$ cat src/rtl/iiitb_vm.sv
`default_nettype none
// ============================================================================
// Module      : iiitb_vm
// Description : Coin-operated vending machine controller. Sells one product
//               priced at 15 units and accepts 5- and 10-unit coins. Credit
//               accumulates in a 2-bit state register (0, 5 or 10 units). A
//               completed sale raises a one-cycle dispense pulse. When 20
//               units have been paid, the sale also returns 5 units of change.
// Ports       :
//   clk        in   1  system clock, rising-edge active
//   rst        in   1  asynchronous active-low reset
//   in         in   2  coin code: 00 none, 01 five, 10 ten, 11 invalid
//   out        out  1  dispense pulse, one cycle per completed sale
//   change     out  2  change code valid with out: 00 none, 01 five returned
// Revision    : 1.0  initial release
// ============================================================================
module iiitb_vm (
    input  logic       clk,
    input  logic       rst,
    input  logic [1:0] in,
    output logic       out,
    output logic [1:0] change
);

    // Accumulated credit. Code 11 cannot be reached; if an upset lands the
    // register there, the next edge recovers it to S0.
    typedef enum logic [1:0] {
        S0        = 2'b00,
        S5        = 2'b01,
        S10       = 2'b10,
        S_ILLEGAL = 2'b11
    } state_t;

    localparam logic [1:0] c_COIN_NONE = 2'b00;
    localparam logic [1:0] c_COIN_5    = 2'b01;
    localparam logic [1:0] c_COIN_10   = 2'b10;
    localparam logic [1:0] c_COIN_BAD  = 2'b11;

    localparam logic [1:0] c_CHG_NONE  = 2'b00;
    localparam logic [1:0] c_CHG_5     = 2'b01;

    state_t     r_state;
    state_t     w_next_state;
    logic       r_out;
    logic       w_out;
    logic [1:0] r_change;
    logic [1:0] w_change;

    // State and registered outputs. The outputs are registered so that the
    // dispense pulse and change code appear one edge after the deciding coin.
    // The outputs are also cleared asynchronously, so a reset aborts a
    // dispense pulse that is already visible.
    always_ff @(posedge clk or negedge rst) begin
        if (!rst) begin
            r_state  <= S0;
            r_out    <= 1'b0;
            r_change <= c_CHG_NONE;
        end else begin
            r_state  <= w_next_state;
            r_out    <= w_out;
            r_change <= w_change;
        end
    end

    // Next-state and next-output decode. The default is to hold credit with
    // no sale. Idle and invalid coins therefore need no action of their own.
    always_comb begin
        w_next_state = r_state;
        w_out        = 1'b0;
        w_change     = c_CHG_NONE;

        case (r_state)
            S0: begin
                case (in)
                    c_COIN_5:    w_next_state = S5;
                    c_COIN_10:   w_next_state = S10;
                    c_COIN_NONE: w_next_state = S0;
                    c_COIN_BAD:  w_next_state = S0;
                endcase
            end

            S5: begin
                case (in)
                    c_COIN_5:    w_next_state = S10;
                    c_COIN_10: begin
                        // Exactly 15 paid.
                        w_next_state = S0;
                        w_out        = 1'b1;
                    end
                    c_COIN_NONE: w_next_state = S5;
                    c_COIN_BAD:  w_next_state = S5;
                endcase
            end

            S10: begin
                case (in)
                    c_COIN_5: begin
                        // Exactly 15 paid.
                        w_next_state = S0;
                        w_out        = 1'b1;
                    end
                    c_COIN_10: begin
                        // 20 paid, so 5 units are returned.
                        w_next_state = S0;
                        w_out        = 1'b1;
                        w_change     = c_CHG_5;
                    end
                    c_COIN_NONE: w_next_state = S10;
                    c_COIN_BAD:  w_next_state = S10;
                endcase
            end

            default: begin
                // Unreachable code: recover with no sale.
                w_next_state = S0;
            end
        endcase
    end

    assign out    = r_out;
    assign change = r_change;

endmodule
`default_nettype wire

$ cat config.mk
export PLATFORM = sky130hd
export DESIGN_NAME = iiitb_vm
export DESIGN_NICKNAME = d
export VERILOG_FILES = /design/src/rtl/iiitb_vm.sv
export SDC_FILE = /design/constraint.sdc
export NUM_CORES = 1
export LEC_CHECK = 0
export BUFFER_PORTS_ARGS = -buffer_cell sky130_fd_sc_hd__clkbuf_2
export CORE_AREA = 5 5 42 44
export DETAILED_ROUTE_END_ITERATION = 12
export DIE_AREA = 0 0 47 49
export PLACE_DENSITY = 0.37
export SLEW_MARGIN = 20
export SYNTH_ARGS = -nofsm -noshare
export SYNTH_HDL_FRONTEND = slang
export SYNTH_SLANG_ARGS = --single-unit
$ cat constraint.sdc
create_clock -name clk -period 1.3 [get_ports clk]
set_input_delay 0.065 -clock clk [delete_from_list [all_inputs] [get_ports clk]]
set_output_delay 0.065 -clock clk [all_outputs]
set_load 0.03 [all_outputs]
==> impl_metrics.ini <==
[outcome]
status = finished clean

[synthesis]
seq_area_frac_synth = 0.379
synth_top_family_by_area = adder cells
synthAdderAreaFrac = 0.332
synth_compound_area_frac = 0.0948
yosysWarnings = 0
yosys.area_share.xor_xnor = 0
synth.cell_area_um2 = 264
synthSimpleGateAreaFrac = 0.0948
muxShareOfSynthArea = 0
syn_nets = 36
ys_ff_latch = 4
syn_area_per_cell_um2 = 10.6
yosys.cell_types.count = 12
synth_cells = 25

[timing]
period_share = 0.949
finalSetupViolCount = 0
max_freq_mhz = 810
rsz0062_at_grt = false
finalClockSkew_ns = 0.00616
setup_slack_ns = 0.0660
final.setup.tns_ns = 0
period_needed_ns = 1.23
drv_slew = 0
hold_viol = 0

[cts]
cts_root_buf = clkbuf_4
clkSinkCount = 4
cts_buffer_depth = 2
clk_pin_slew_ns = 0.04
htree_levels = 1
worstSkewPairLatency_ns = 0.23
numCtsBuffers = 3
tritoncts = built

[critical_path]
path_max_fanout = 3
critPathArrivalTime_ns = 1.34
crit_type = flip-flop to flip-flop
crit_buf_inv = 1
start_kind = flip-flop
critPathCaptureType = flip-flop
crit_family = flip-flops
crit_path_max_incr_delay_ns = 0.37
critPathRequiredTime_ns = 1.41
slowest_stage = dfrtp_1
worstPathCellList = inv_1, ha_1, a222oi_1, nor2_1

[global_route]
grt_pass1_wl_um = 662
grt_start_max_net_pins = 5
grt_util_all_layers = 0.0457
antenna_found_initial = 0
grt_pass1_vias = 160
grt.overflow.total = 0

[die]
pin_count = 7
start_util = 0.188
die_w_um = 47
rows = 14
die_height_um = 49
core-area_um2 = 1400
die_area_um2 = 2300

[cells_and_area]
n_antenna_cell = 0
area_delta_synth_final_pct = 26.5
final_common_cell = ha_1
drive_gt1_frac = 0.273
design_area_um2 = 334
final_nets = 46
layout_common_cells = ha_1, clkbuf_2, inv_1, dfrtp_1, clkbuf_4

[route]
wl_per_cell_um = 8.82
routed_via_density = 3.80
drt_pass1_iterations = 4
totalWireLength_um = 432
ant_nets = 0
drtIter0Drc = 7
via_count = 186
drc = 0

[placement]
post-place-ws_ns = 0.0704
place.gp.congestion = 0.630
portBuffers = 5
dpl-instance-area_um2 = 302

[power_and_ir_drop]
power.leakage_nw = 0.184
power_density_nw_per_um2 = 1640
vdd_drop_max_uv = 303

[flow_run]
maxCapViolCount = 0

[min_path]
hold_path.class = input pin to async pin
[cell families (layout without fill, tap and decap cells)]
logic type / Yosys count / in the layout
other cells: 1 / 1
buf+inv: 5 / 13
fa+ha+maj: 7 / 7
compound gates: 3 / 3
simple gates: 5 / 5
flops: 4 / 4
[synth_stat cells]
cell type	number	area share
a21boi_0	1	0.028
a222oi_1	1	0.038
a22oi_1	1	0.028
and2_2	1	0.028
buf_4	1	0.028
conb_1	1	0.014
dfrtp_1	4	0.38
ha_1	7	0.33
inv_1	4	0.057
nand2_1	1	0.014
nand2b_1	1	0.024
nor2_1	2	0.028
[state kept, by name (all words and copies together) (netlist names)]
name,cells
change,1
out,1
r_state,2
[where the power goes]
group / internal [mW] / switching, mW
Sequential: 0.164 / 0.0278
Combinational: 0.0865 / 0.120
Clock: 0.103 / 0.0468
[cell type report]
class / instances / area (um2)
multi-input cells: 16 / 141
inverters: 4 / 15.0
well taps: 16 / 20.0
flip-flops and latches: 4 / 100
repair buffers: 6 / 35.0
clock buffers: 3 / 22.5
fillers: 166 / 1070
[worst paths after layout]
kind / start / end / slack (ns) / cells after the start
setup / recovery: r_state[0]$_DFF_PN0_ / r_state[1]$_DFF_PN0_ / 0.07 / 4
hold / removal: rst / r_state[1]$_DFF_PN0_ / 0.17 / 2
setup reg to reg: r_state[0]$_DFF_PN0_ / r_state[1]$_DFF_PN0_ / 0.07 / 4
hold reg to reg: r_state[1]$_DFF_PN0_ / r_state[1]$_DFF_PN0_ / 0.64 / 2
max in group asynchronous: rst / change[0]$_DFF_PN0_ / 1.00 / 2
min in group clk: in[1] / change[0]$_DFF_PN0_ / 0.27 / 3
[per-layer routing]
layer | global-route usage | vias up | wire length [um]
li1 | - | 94 | -
met1 | 0.0592 | 84 | 211
met2 | 0.0385 | 6 | 168
met3 | 0.0221 | 2 | 41
met4 | 0.0691 | 0 | 10
met5 | 0 | - | 0
[through the flow]
stage / power [mW] / utilization / hold WS, ns / cells
6_report: 0.548 / 0.238 / 0.170 / 49
3_5_place_dp: 0.394 / 0.215 / -0.126 / 45
3_3_place_gp: 0.391 / 0.215 / -0.128 / 45
5_1_grt: 0.600 / 0.238 / 0.169 / 49
2_1_floorplan: 0.342 / - / -0.231 / 25
4_1_cts: 0.558 / 0.238 / 0.164 / 49
[repair_timing]
action / CTS / global route
gates resized for setup: 0 / 0
buffers inserted: 0 / 0
endpoints found under the setup margin: 0 / 1
hold buffers: 1 / 0
hold endpoints to repair: 4 / 0
(Power assumes the default switching activity.)
